### src/rtl/hpc_and_sequencer.sv
// Sequencer for a 3-share (d=2) HPC masked AND gadget.
// Pairs each operand pair with one fresh randomness word, drives the gadget
// for exactly one cycle per operation, and collects the registered gadget
// result into a small output FIFO. Gadget inputs are forced to zero whenever
// nothing is issued so no stale shares or randomness ever reach the gadget.
//
// state  | meaning
// IDLE   | issue blocked, waiting for en
// RUN    | issue allowed while credit is available
// FLUSH  | results dropped, issue blocked for FLUSH_CYC cycles
module hpc_and_sequencer #(
  parameter int NSH       = 3,
  parameter int RND_W     = 6,
  parameter int OUT_DEPTH = 2,
  parameter int CNT_W     = 16,
  parameter int FLUSH_CYC = 2
) (
  input  logic             clock_0,
  input  logic             reset_0,
  input  logic             en,
  input  logic             flush,
  input  logic             in_valid,
  output logic             in_ready,
  input  logic [NSH-1:0]   in_a,
  input  logic [NSH-1:0]   in_b,
  input  logic             rnd_valid,
  output logic             rnd_ready,
  input  logic [RND_W-1:0] rnd_data,
  output logic [NSH-1:0]   g_i0,
  output logic [NSH-1:0]   g_i1,
  output logic [RND_W-1:0] g_rand,
  input  logic [NSH-1:0]   g_o,
  output logic             out_valid,
  input  logic             out_ready,
  output logic [NSH-1:0]   out_z,
  output logic             busy,
  output logic [CNT_W-1:0] op_count
);

  localparam int PTR_W = (OUT_DEPTH > 1) ? $clog2(OUT_DEPTH) : 1;
  localparam int FCN_W = $clog2(OUT_DEPTH + 1);
  localparam int CR_W  = FCN_W + 1;
  localparam int FL_W  = (FLUSH_CYC > 1) ? $clog2(FLUSH_CYC) : 1;

  localparam logic [1:0] ST_IDLE  = 2'd0;
  localparam logic [1:0] ST_RUN   = 2'd1;
  localparam logic [1:0] ST_FLUSH = 2'd2;

  logic [1:0]       state_q, state_d;
  logic [FL_W-1:0]  fl_cnt_q, fl_cnt_d;
  logic             inflight_q;
  logic [FCN_W-1:0] fifo_cnt_q, fifo_cnt_d;
  logic [PTR_W-1:0] wr_ptr_q, wr_ptr_d;
  logic [PTR_W-1:0] rd_ptr_q, rd_ptr_d;
  logic [NSH-1:0]   mem_q [OUT_DEPTH];
  logic [CNT_W-1:0] op_count_q, op_count_d;

  logic            issue;
  logic            push;
  logic            pop;
  logic            clr;
  logic [CR_W-1:0] credit;

  function automatic logic [PTR_W-1:0] ptr_inc(input logic [PTR_W-1:0] p);
    return (p == PTR_W'(OUT_DEPTH - 1)) ? '0 : p + PTR_W'(1);
  endfunction

  // Credit counts free FIFO slots not already claimed by an in-flight result;
  // a pop this cycle frees a slot in time for a result issued now.
  assign out_valid = (fifo_cnt_q != '0);
  assign pop       = out_valid && out_ready;
  assign credit    = CR_W'(OUT_DEPTH) + CR_W'(pop) - CR_W'(fifo_cnt_q) - CR_W'(inflight_q);
  assign issue     = (state_q == ST_RUN) && in_valid && rnd_valid && !flush && (credit != '0);
  assign clr       = ((state_q == ST_RUN) && flush) || (state_q == ST_FLUSH);
  assign push      = inflight_q && !clr;

  assign in_ready  = issue;
  assign rnd_ready = issue;
  assign g_i0      = issue ? in_a : '0;
  assign g_i1      = issue ? in_b : '0;
  assign g_rand    = issue ? rnd_data : '0;

  assign out_z     = mem_q[rd_ptr_q];
  assign busy      = (state_q != ST_IDLE) || out_valid || inflight_q;
  assign op_count  = op_count_q;

  // Next-state logic for the sequencing FSM and its flush hold-off timer.
  always_comb begin
    state_d  = state_q;
    fl_cnt_d = fl_cnt_q;
    case (state_q)
      ST_IDLE: begin
        if (en && !flush) state_d = ST_RUN;
      end
      ST_RUN: begin
        if (flush) begin
          state_d  = ST_FLUSH;
          fl_cnt_d = FL_W'(FLUSH_CYC - 1);
        end else if (!en && !inflight_q && (fifo_cnt_q == '0)) begin
          state_d = ST_IDLE;
        end
      end
      ST_FLUSH: begin
        if (flush) begin
          fl_cnt_d = FL_W'(FLUSH_CYC - 1);
        end else if (fl_cnt_q == '0) begin
          state_d = en ? ST_RUN : ST_IDLE;
        end else begin
          fl_cnt_d = fl_cnt_q - FL_W'(1);
        end
      end
      default: state_d = ST_IDLE;
    endcase
  end

  // FIFO pointer/occupancy update; a flush discards everything buffered.
  always_comb begin
    fifo_cnt_d = fifo_cnt_q;
    wr_ptr_d   = wr_ptr_q;
    rd_ptr_d   = rd_ptr_q;
    if (clr) begin
      fifo_cnt_d = '0;
      wr_ptr_d   = '0;
      rd_ptr_d   = '0;
    end else begin
      if (push) wr_ptr_d = ptr_inc(wr_ptr_q);
      if (pop)  rd_ptr_d = ptr_inc(rd_ptr_q);
      case ({push, pop})
        2'b10:   fifo_cnt_d = fifo_cnt_q + FCN_W'(1);
        2'b01:   fifo_cnt_d = fifo_cnt_q - FCN_W'(1);
        default: fifo_cnt_d = fifo_cnt_q;
      endcase
    end
  end

  // Completed-operation counter sticks at all-ones instead of wrapping.
  always_comb begin
    op_count_d = op_count_q;
    if (pop && (op_count_q != '1)) op_count_d = op_count_q + CNT_W'(1);
  end

  // Control registers; inflight marks that g_o carries a valid result next cycle.
  always_ff @(posedge clock_0 or posedge reset_0) begin
    if (reset_0) begin
      state_q    <= ST_IDLE;
      fl_cnt_q   <= '0;
      inflight_q <= 1'b0;
      fifo_cnt_q <= '0;
      wr_ptr_q   <= '0;
      rd_ptr_q   <= '0;
      op_count_q <= '0;
    end else begin
      state_q    <= state_d;
      fl_cnt_q   <= fl_cnt_d;
      inflight_q <= issue;
      fifo_cnt_q <= fifo_cnt_d;
      wr_ptr_q   <= wr_ptr_d;
      rd_ptr_q   <= rd_ptr_d;
      op_count_q <= op_count_d;
    end
  end

  // Result storage; cleared on reset so out_z reads zero until the first push.
  always_ff @(posedge clock_0 or posedge reset_0) begin
    if (reset_0) begin
      for (int i = 0; i < OUT_DEPTH; i++) mem_q[i] <= '0;
    end else if (push) begin
      mem_q[wr_ptr_q] <= g_o;
    end
  end

  // Credit accounting must make overflow impossible.
  a_no_overflow: assert property (@(posedge clock_0) disable iff (reset_0)
    !(push && !pop && (fifo_cnt_q == FCN_W'(OUT_DEPTH))));

endmodule

### config.mk
export PLATFORM = sky130hd
export DESIGN_NAME = hpc_and_sequencer
export DESIGN_NICKNAME = d
export VERILOG_FILES = /design/src/rtl/hpc_and_sequencer.sv
export SDC_FILE = /design/constraint.sdc
export NUM_CORES = 1
export LEC_CHECK = 0
export ABC_AREA = 1
export CAP_MARGIN = 20
export CORE_MARGIN = 10
export CORE_UTILIZATION = 25
export CTS_CLUSTER_DIAMETER = 80
export DETAILED_ROUTE_END_ITERATION = 10
export GPL_TIMING_DRIVEN = 0
export PLACE_DENSITY = 0.5
export RECOVER_POWER = 100
export SLEW_MARGIN = 30
export SYNTH_ARGS = -nofsm -noshare
export SYNTH_HDL_FRONTEND = slang
export SYNTH_SLANG_ARGS = --single-unit
### constraint.sdc
create_clock -name clock_0 -period 7.45 [get_ports clock_0]
set_input_delay 1.1175 -clock clock_0 [delete_from_list [all_inputs] [get_ports clock_0]]
set_output_delay 1.1175 -clock clock_0 [all_outputs]
set_load 0.01 [all_outputs]
==> results of run 1 <==
[path summary, 6_finish.rpt]
kind	from	endpoint	slack, ps	cells past startpoint
min in group asynchronous	reset_0	mem_q[5]$_DFFE_PP0P_	1590	2
hold / removal	mem_q[0]$_DFFE_PP0P_	mem_q[0]$_DFFE_PP0P_	510	2
setup / recovery	out_ready	rnd_ready	2170	12
hold reg to reg	mem_q[0]$_DFFE_PP0P_	mem_q[0]$_DFFE_PP0P_	510	2
setup reg to reg	fifo_cnt_q[0]$_DFFE_PP0P_	inflight_q$_DFF_PP0_	4910	11
max in group asynchronous	reset_0	op_count[11]$_DFFE_PP0P_	5160	2
[per-stage QoR]
step                power, mW  utilization (%)  cells
global route           0.7171            36.54    428
CTS                    0.6936            36.62    428
finish                 0.6635            36.54    428
detailed placement     0.5192            35.07    421
global placement       0.5152            35.07    421
floorplan              0.3969                -    266
[worst register-to-register path: cells and delay by family (launching register included)]
kind                     cells  cell delay [ps]
AND/OR/NAND/NOR              4              770
buffers and inverters        5              750
flip-flops                   1              420
adder cells (fa/ha/maj)      2              490
[synthesized netlist by cell type]
master	count	area (µm²)
a21oi_1	3	15.01
ha_1	2	25.02
buf_2	1	5.000
nor2_4	3	33.78
nor3b_1	1	7.510
nor2_1	30	112.6
nand3_1	9	45.04
inv_2	3	11.26
o21ai_4	1	16.27
nand4_1	5	31.28
xor2_1	4	35.03
o21bai_1	1	7.510
o21ai_1	1	5.000
o21ai_0	13	65.06
fa_1	1	20.02
buf_4	1	7.510
nor3_1	1	5.000
dfrtp_1	30	750.7
inv_1	33	123.9
nand2_1	105	394.1
nand2_2	2	12.51
xnor2_1	4	35.03
o22ai_1	2	12.51
nor2_2	2	12.51
or2_1	1	6.260
nand3_4	1	17.52
buf_6	1	11.26
nand3b_1	3	22.52
clkbuf_1	1	3.750
o22a_1	1	8.760
[cell families after synthesis]
kind of cell / Yosys count
AOI/OAI and AO/OA: 22
buffers and inverters: 40
DFF: 30
and+or+nand+nor: 163
adders and majority gates: 3
xor gates and xnor gates: 8
[registers in the layout (all words and copies together) (netlist names)]
| signal | cells |
|---|---|
| fl_cnt_q | 1 |
| inflight_q | 1 |
| mem_q | 6 |
| op_count | 16 |
| wr_ptr_q | 1 |
| state_q | 2 |
| rd_ptr_q | 1 |
| fifo_cnt_q | 2 |
[layer usage]
layer | wire length, µm | global-route usage [%] | vias up
met5 | 0 | 0 | -
met4 | 42 | 2.611 | 0
met3 | 254 | 3.140 | 4
met2 | 2428 | 15.55 | 29
met1 | 2296 | 10.25 | 793
li1 | - | - | 942
[power by group]
group          internal [mW]  switching, mW  total [mW]
combinational          0.116          0.139       0.255
clock                  0.107         0.0632       0.170
sequential             0.202         0.0365       0.238
[final cells by class]
type / count / area, µm² / share of cell area [%]
Tap cell: 99 / 123.9 / 4.674
Buffer: 4 / 26.28 / 0.9915
Clock buffer: 6 / 82.58 / 3.116
Sequential cell: 30 / 750.7 / 28.33
Timing Repair Buffer: 56 / 560.5 / 21.15
Clock inverter: 1 / 30.03 / 1.133
Multi-Input combinational cell: 196 / 940.9 / 35.51
Inverter: 36 / 135.1 / 5.099
==> results.sh, run 1 <==
export IMPL_outcome="complete, no violations"
export IMPL_crit_chain="dlygate4sd3_1 > nand2_1 > inv_1 > fa_1 > inv_1 > ha_1 > nor3b_1 > nand3b_1 > clkbuf_1 > inv_2 > buf_4 > dlygate4sd3_1"
export IMPL_vias_per_cell=4.131
export IMPL_final_layout_size_suffix_gt1_share_pct=5.471
export IMPL_core_area_mm2=0.007253
export IMPL_routed_wl_um=5021
export IMPL_grt_usage_pct=9.001
export IMPL_synth_simple_gate_area_share_pct=37.69
export IMPL_hold_ws_ps=505.0
export IMPL_syn_inst=266
export IMPL_hold_buffers=0
export IMPL_synth_cell_types=30
export IMPL_synth_compound_area_share_pct=6.999
export IMPL_dr_pass1_iters=4
export IMPL_fmax_mhz=189.5
export IMPL_post_cts_setup_buffers=0
export IMPL_p_per_area_mw_per_mm2=250.4
export IMPL_cts_root_buf="clkbuf_8"
export IMPL_maxSlewViolCount=0
export IMPL_die_w_um=106.2
export IMPL_cp_end_kind="primary output"
export IMPL_rsz0062_at_grt="no"
export IMPL_synth_xor_area_share_pct=3.769
export IMPL_area_growth_syn_to_layout_pct=42.53
export IMPL_cp_max_fo=10
export IMPL_antenna_cells=0
export IMPL_die_h_um=106.2
export IMPL_clk_latency_ps=280
export IMPL_io_buffers=56
export IMPL_synth_fa_ha_area_share_pct=2.423
export IMPL_rows=31
export IMPL_overflow=0
export IMPL_seq_area_frac_synth_pct=40.38
export IMPL_critical_path_required_ps=6330
export IMPL_grt_max_degree=31
export IMPL_path_clk_slew_ps=70
export IMPL_grt_pass1_wl_um=8397
export IMPL_skew_ps=5.480
export IMPL_dp_slack_ps=2504
export IMPL_synth_mux_area_share_pct=0
export IMPL_htreeDepth=2
export IMPL_wl_per_cell_um=11.73
export IMPL_drc=0
export IMPL_finalCriticalPeriod_ps=5277
export IMPL_worstSetupPathType="input pin to primary output"
export IMPL_cap_viol_max_count=0
export IMPL_arrival_ps=4160
export IMPL_critPathTopFamily="buffers and inverters"
export IMPL_leakage_nw=1.345
export IMPL_cp_slowest_cell="dlygate4sd3_1"
export IMPL_fp_dieArea_mm2=0.01129
export IMPL_start_kind="input pin"
export IMPL_setup_slack_ps=2173
export IMPL_io_pins=57
export IMPL_slew_limit_headroom_pct=21.79
export IMPL_syn_area_mm2=0.001859
export IMPL_ant_nets=0
export IMPL_min_period_over_period_pct=70.83
export IMPL_synth_seq_cells=30
export IMPL_finish_instance_area_mm2=0.002650
export IMPL_place_area_mm2=0.002544
export IMPL_dr_first_iter_drc_count=36
export IMPL_synth_top_family_by_area="simple AND/OR/NAND/NOR gates"
export IMPL_cts_tree="built"
export IMPL_critPathMaxStageDelay_ps=600
export IMPL_dpl_hpwl_um=3857
export IMPL_antenna_found_initial=0
export IMPL_synth_avg_cell_area_um2=6.990
export IMPL_setup_tns_ps=0
export IMPL_peakVddDrop_v=0.00007856
export IMPL_synthesis_nets=291
export IMPL_tightest_slew_ps=1172
export IMPL_grt_pass1_vias=1786
export IMPL_yosysWarnings=0
export IMPL_via_count=1768
export IMPL_start_util_pct=25.63
export IMPL_clock_sinks=30
export IMPL_setup_viol=0
export IMPL_hold_class="flop to flop"
export IMPL_cts_path_max_buffers=2
export IMPL_final_common_cell="nand2_1"
export IMPL_hold_viol_final=0
export IMPL_cts_buffers=5
export IMPL_finalWeightedCongestion=0.7773
export IMPL_post_cts_resized=0
export IMPL_fillerInstances=777
export IMPL_final_nets=354
export IMPL_cp_buffers_inverters=7
export IMPL_final_cell_mix="106 x nand2_1, 38 x dlygate4sd3_1, 34 x inv_1, 31 x nor2_1, 30 x dfrtp_1"
Note: power is estimated with default switching activity, not from simulation.
==> run 2, diff against run 1 <==
--- a/config.mk
+++ b/config.mk
@@ -12,7 +12,7 @@
 export CTS_CLUSTER_DIAMETER = 80
 export DETAILED_ROUTE_END_ITERATION = 10
 export GPL_TIMING_DRIVEN = 0
-export PLACE_DENSITY = 0.5
+export PLACE_DENSITY = 0.52
 export RECOVER_POWER = 100
 export SLEW_MARGIN = 30
 export SYNTH_ARGS = -nofsm -noshare
==> constraint.sdc (replaced) <==
create_clock -name clock_0 -period 4.3 [get_ports clock_0]
set_input_delay 0.645 -clock clock_0 [delete_from_list [all_inputs] [get_ports clock_0]]
set_output_delay 0.645 -clock clock_0 [all_outputs]
set_load 0.01 [all_outputs]
==> results.sh, run 2 (synthesis results as in run 1) <==
export IMPL_final_common_cell="nand2_1"
export IMPL_rsz0062_at_grt="no"
export IMPL_htreeDepth=2
export IMPL_finish_instance_area_mm2=0.002660
export IMPL_cap_viol_max_count=0
export IMPL_via_count=1773
export IMPL_clk_latency_ps=280
export IMPL_fmax_mhz=254.7
export IMPL_final_layout_size_suffix_gt1_share_pct=6.061
export IMPL_io_buffers=56
export IMPL_cts_path_max_buffers=2
export IMPL_setup_slack_ps=373.2
export IMPL_stdcell_count=429
export IMPL_setup_tns_ps=0
export IMPL_finalWeightedCongestion=0.7757
export IMPL_arrival_ps=3280
export IMPL_total_power_mw=1.206
export IMPL_cts_tree="built"
export IMPL_dp_slack_ps=336.7
export IMPL_slew_limit_headroom_pct=21.08
export IMPL_cts_root_buf="clkbuf_8"
export IMPL_hold_ws_ps=502.1
export IMPL_io_pins=57
export IMPL_outcome="complete, no violations"
export IMPL_dp_cells=421
export IMPL_dpl_hpwl_um=3850
export IMPL_p_per_area_mw_per_mm2=453.2
export IMPL_critical_path_required_ps=3650
export IMPL_grt_pass1_wl_um=8411
export IMPL_final_core_util_pct=36.67
export IMPL_dr_pass1_iters=4
export IMPL_grt_usage_pct=8.938
export IMPL_maxSlewViolCount=0
export IMPL_hold_buffers=0
export IMPL_grt_pass1_vias=1799
export IMPL_clock_sinks=30
export IMPL_skew_ps=9.089
export IMPL_drc=0
export IMPL_cp_max_fo=10
export IMPL_overflow=0
export IMPL_final_nets=354
export IMPL_core_area_mm2=0.007253
export IMPL_cp_end_kind="primary output"
export IMPL_ant_nets=0
export IMPL_rows=31
export IMPL_die_h_um=106.2
export IMPL_min_period_over_period_pct=91.32
export IMPL_setup_viol=0
export IMPL_area_growth_syn_to_layout_pct=43.07
export IMPL_vias_per_cell=4.133
export IMPL_hold_viol_final=0
export IMPL_dr_first_iter_drc_count=29
export IMPL_peakVddDrop_v=0.0002390
export IMPL_path_clk_slew_ps=70
export IMPL_post_cts_setup_buffers=0
export IMPL_final_cell_mix="105 x nand2_1, 36 x dlygate4sd3_1, 33 x inv_1, 31 x nor2_1, 30 x dfrtp_1"
export IMPL_routed_wl_um=4944
export IMPL_antenna_cells=0
export IMPL_wl_per_cell_um=11.52
export IMPL_die_w_um=106.2
export IMPL_finalCriticalPeriod_ps=3927
export IMPL_grt_max_degree=31
export IMPL_post_cts_resized=0
export IMPL_worstSetupPathType="input pin to primary output"
export IMPL_leakage_nw=1.351
export IMPL_cts_buffers=5
export IMPL_start_util_pct=25.63
export IMPL_largest_register_ffs=16
export IMPL_start_kind="input pin"
export IMPL_hold_class="flop to flop"
export IMPL_place_area_mm2=0.002544
export IMPL_antenna_found_initial=0
export IMPL_tightest_slew_ps=1183
export IMPL_fp_dieArea_mm2=0.01129
run 2: report_power, final:
group	switching, mW	internal [mW]
Clock	0.112	0.247
Sequential	0.0626	0.349
Combinational	0.238	0.197
run 2: final cells by class:
cell class / instances / area (µm²)
multi-input cells: 196 / 927.1
fillers: 803 / 4593
clock inverters: 2 / 60.06
clock buffers: 6 / 82.58
well taps: 99 / 123.9
inverters: 36 / 135.1
repair buffers: 56 / 560.5
plain buffers: 4 / 20.02
flip-flops and latches: 30 / 750.7
run 2: worst paths after layout:
kind                                          from                       end  slack (ps)  cells past startpoint
setup / recovery                         out_ready                  in_ready         370                     11
hold / removal                mem_q[2]$_DFFE_PP0P_      mem_q[2]$_DFFE_PP0P_         500                      2
setup reg to reg           op_count[1]$_DFFE_PP0P_   op_count[3]$_DFFE_PP0P_        1730                      8
hold reg to reg               mem_q[2]$_DFFE_PP0P_      mem_q[2]$_DFFE_PP0P_         500                      2
max in group asynchronous                  reset_0  op_count[15]$_DFFE_PP0P_        2470                      2
min in group asynchronous                  reset_0      mem_q[5]$_DFFE_PP0P_        1120                      2
run 2: layer usage:
layer  global-route usage [%]  routed length [µm]  up-vias
met2                    14.75                2316       33
met3                    3.986                 327        2
met1                    10.50                2260      794
met4                    1.838                  39        0
met5                        0                   0        -
li1                         -                   -      944
run 2: critical path: stages:
cell             delay, ps
clkdlybuf4s50_1        410
nand2_2                150
inv_2                   80
fa_1                   350
inv_1                   60
ha_1                   110
nor3b_1                190
nand3b_1               190
clkbuf_1               380
inv_2                   70
dlygate4sd3_1          620
==> run 3, diff against run 2 <==
--- a/config.mk
+++ b/config.mk
@@ -5,15 +5,14 @@
 export SDC_FILE = /design/constraint.sdc
 export NUM_CORES = 1
 export LEC_CHECK = 0
-export ABC_AREA = 1
 export CAP_MARGIN = 20
-export CORE_MARGIN = 10
+export CORE_MARGIN = 1
 export CORE_UTILIZATION = 25
 export CTS_CLUSTER_DIAMETER = 80
 export DETAILED_ROUTE_END_ITERATION = 10
 export GPL_TIMING_DRIVEN = 0
-export PLACE_DENSITY = 0.52
-export RECOVER_POWER = 100
+export PLACE_DENSITY = 0.53
+export RECOVER_POWER = 50
 export SLEW_MARGIN = 30
 export SYNTH_ARGS = -nofsm -noshare
 export SYNTH_HDL_FRONTEND = slang
==> results.sh, run 3 <==
export IMPL_outcome="complete, no violations"
export IMPL_min_to="op_count[14]$_DFFE_PP0P_"
export IMPL_core_area_mm2=0.006061
export IMPL_via_count=1320
export IMPL_p_per_area_mw_per_mm2=440.1
export IMPL_critical_path_required_ps=3650
export IMPL_io_buffers=56
export IMPL_synth_area_leaders="dfrtp_1 47%, mux2_2 7.7%, xor2_1 7.1%, and2_1 4.7%, nand3_1 2.8%"
export IMPL_grt_usage_pct=11.07
export IMPL_drc=0
export IMPL_finalWeightedCongestion=0.7057
export IMPL_total_power_mw=1.042
export IMPL_regToRegSetupSlack_ps=1960
export IMPL_worstReg2RegEnd="inflight_q$_DFF_PP0_"
export IMPL_grt_max_degree=31
export IMPL_place_area_mm2=0.002258
export IMPL_finish_instance_area_mm2=0.002367
export IMPL_final_nets=241
export IMPL_final_layout_size_suffix_gt1_share_pct=13.36
export IMPL_synth_top_area_share_pct=46.80
export IMPL_syn_inst=153
export IMPL_cp_slowest_cell="clkdlybuf4s50_1"
export IMPL_synthFlopType="dfrtp_1"
export IMPL_routed_wl_um=3405
export IMPL_seq_area_frac_synth_pct=46.80
export IMPL_setup_tns_ps=0
export IMPL_syn_area_mm2=0.001604
export IMPL_hold_viol_final=0
export IMPL_tightest_slew_ps=1142
export IMPL_cts_path_max_buffers=2
export IMPL_synth_seq_cells=30
export IMPL_slew_limit_headroom_pct=23.81
export IMPL_synthesis_nets=178
export IMPL_dr_pass1_iters=4
export IMPL_r2r_start="fifo_cnt_q[0]$_DFFE_PP0P_"
export IMPL_synth_avg_cell_area_um2=10.48
export IMPL_cts_root_buf="clkbuf_8"
export IMPL_synth_cell_types=36
export IMPL_fp_dieArea_mm2=0.006740
export IMPL_peakVddDrop_v=0.0001814
export IMPL_largest_register_ffs=16
export IMPL_io_pins=57
export IMPL_dr_first_iter_drc_count=53
export IMPL_cts_buffers=5
export IMPL_antenna_found_initial=0
export IMPL_yosys_area_top_type="dfrtp_1"
export IMPL_area_growth_syn_to_layout_pct=47.58
export IMPL_post_cts_setup_buffers=0
export IMPL_rsz0062_at_grt="no"
export IMPL_final_common_cell="clkdlybuf4s50_1"
export IMPL_fillerInstances=627
export IMPL_finalCriticalPeriod_ps=4064
export IMPL_worstSetupPathType="input pin to primary output"
export IMPL_dpl_hpwl_um=2559
export IMPL_critPathMaxStageDelay_ps=530
export IMPL_synth_edf_count=0
export IMPL_yosysWarnings=0
export IMPL_cts_tree="built"
export IMPL_dp_slack_ps=-56.17
export IMPL_synth_most_common_cell="dfrtp_1"
export IMPL_hold_start="op_count[14]$_DFFE_PP0P_"
export IMPL_cp_max_fo=12
export IMPL_setup_slack_ps=236.1
export IMPL_hold_ws_ps=487.1
export IMPL_setup_viol=0
export IMPL_vias_per_cell=4.521
export IMPL_rows=28
export IMPL_skew_ps=3.924
export IMPL_start_util_pct=26.47
export IMPL_overflow=0
export IMPL_clock_sinks=30
export IMPL_crit_chain="clkdlybuf4s50_1 > o21ai_2 > inv_1 > fa_1 > inv_1 > ha_1 > nor3b_1 > nor3_2 > clkbuf_2 > and2_1 > clkdlybuf4s50_1"
export IMPL_leakage_nw=1.061
export IMPL_min_period_over_period_pct=94.51
export IMPL_grt_pass1_wl_um=5720
export IMPL_clk_latency_ps=280
export IMPL_synthTopCellsByCount="30 x dfrtp_1, 13 x xor2_1, 12 x and2_1"
export IMPL_cp_end_kind="primary output"
export IMPL_cap_viol_max_count=0
export IMPL_die_h_um=82.10
export IMPL_start_kind="input pin"
export IMPL_fmax_mhz=246.1
export IMPL_wl_per_cell_um=11.66
export IMPL_worst_r2r_cell_count=8
export IMPL_hold_class="flop to flop"
export IMPL_maxSlewViolCount=0
export IMPL_htreeDepth=2
export IMPL_ant_nets=0
export IMPL_die_w_um=82.10
export IMPL_final_cell_mix="52 x clkdlybuf4s50_1, 30 x dfrtp_1, 13 x xor2_1, 12 x and2_1, 11 x mux2_2"
export IMPL_grt_pass1_vias=1269
export IMPL_path_clk_slew_ps=60
export IMPL_arrival_ps=3420
export IMPL_hold_path_depth=1
export IMPL_antenna_cells=0
export IMPL_synthArstFlopShare_pct=100.0
run 3: cell count changes after synthesis, moves of 3 or more:
cell | previous run | this run
inv_2 | 3 | 0
inv_1 | 33 | 7
nand4_1 | 5 | 2
and2_1 | 0 | 12
xor2_1 | 4 | 13
nor2_4 | 3 | 0
nor2_1 | 30 | 10
o21ai_0 | 13 | 4
nand2_1 | 105 | 9
nor3_1 | 1 | 8
nand3b_1 | 3 | 0
mux2_2 | 0 | 11
run 3: layout make-up:
cell class / count / area [µm²] / share of cell area (%)
Multi-Input combinational cell: 113 / 810.8 / 34.25
Inverter: 7 / 26.28 / 1.110
Clock buffer: 5 / 68.82 / 2.907
Timing Repair Buffer: 56 / 560.5 / 23.68
Buffer: 3 / 16.27 / 0.6871
Tap cell: 75 / 93.84 / 3.964
Clock inverter: 3 / 40.04 / 1.691
Sequential cell: 30 / 750.7 / 31.71
run 3: how the worst max path moves through the flow:
stage | start | endpoint | slack [ps] | cells after the start
floorplan | out_ready | g_i0[0] | 1250 | 9
detailed placement | out_ready | g_rand[4] | -60 | 11
global route | out_ready | g_i1[1] | 7 | 11
CTS | out_ready | g_rand[3] | 60 | 11
finish | out_ready | g_i1[0] | 240 | 11
global placement | out_ready | g_i1[0] | -50 | 11
run 3: cell families after synthesis:
group / share of synthesized area (%)
AO/OA/AOI/OAI: 5.383
XOR/XNOR: 10.30
adder cells (fa/ha/maj): 2.808
buffers and inverters: 2.575
flip-flops: 46.80
multiplexers: 7.722
AND/OR/NAND/NOR: 24.41
run 3: power breakdown:
group / switching [mW] / total (mW) / internal [mW]
clock: 0.107 / 0.278 / 0.170
combinational: 0.138 / 0.345 / 0.206
sequential: 0.0729 / 0.420 / 0.347
total: 0.319 / 1.04 / 0.723
run 3: critical path, delay by kind of cell:
family	cells	cell delay [ps]
fa+ha+maj	2	600
compound gates	1	170
buf+inv	5	1490
simple gates	3	500
run 3: routing by layer:
metal	wire length [µm]	vias to the layer above	global-route usage, %
li1	-	656	-
met1	1662	619	14.27
met2	1479	40	16.86
met3	201	5	3.956
met4	61	0	4.211
met5	0	-	0
run 3: what timing repair did:
item / CTS / global route
cloned: 0 / 0
setup endpoints to repair: 10 / 10
pin swaps: 0 / 0
hold buffers: 0 / 0
gates resized for setup: 1 / 1
run 3: per-stage QoR:
step                      util [%]  std cells
after floorplan                  -        153
after global placement       37.26        284
after detailed placement     37.26        284
after CTS                    39.08        292
after global routing         39.06        292
final                        39.06        292
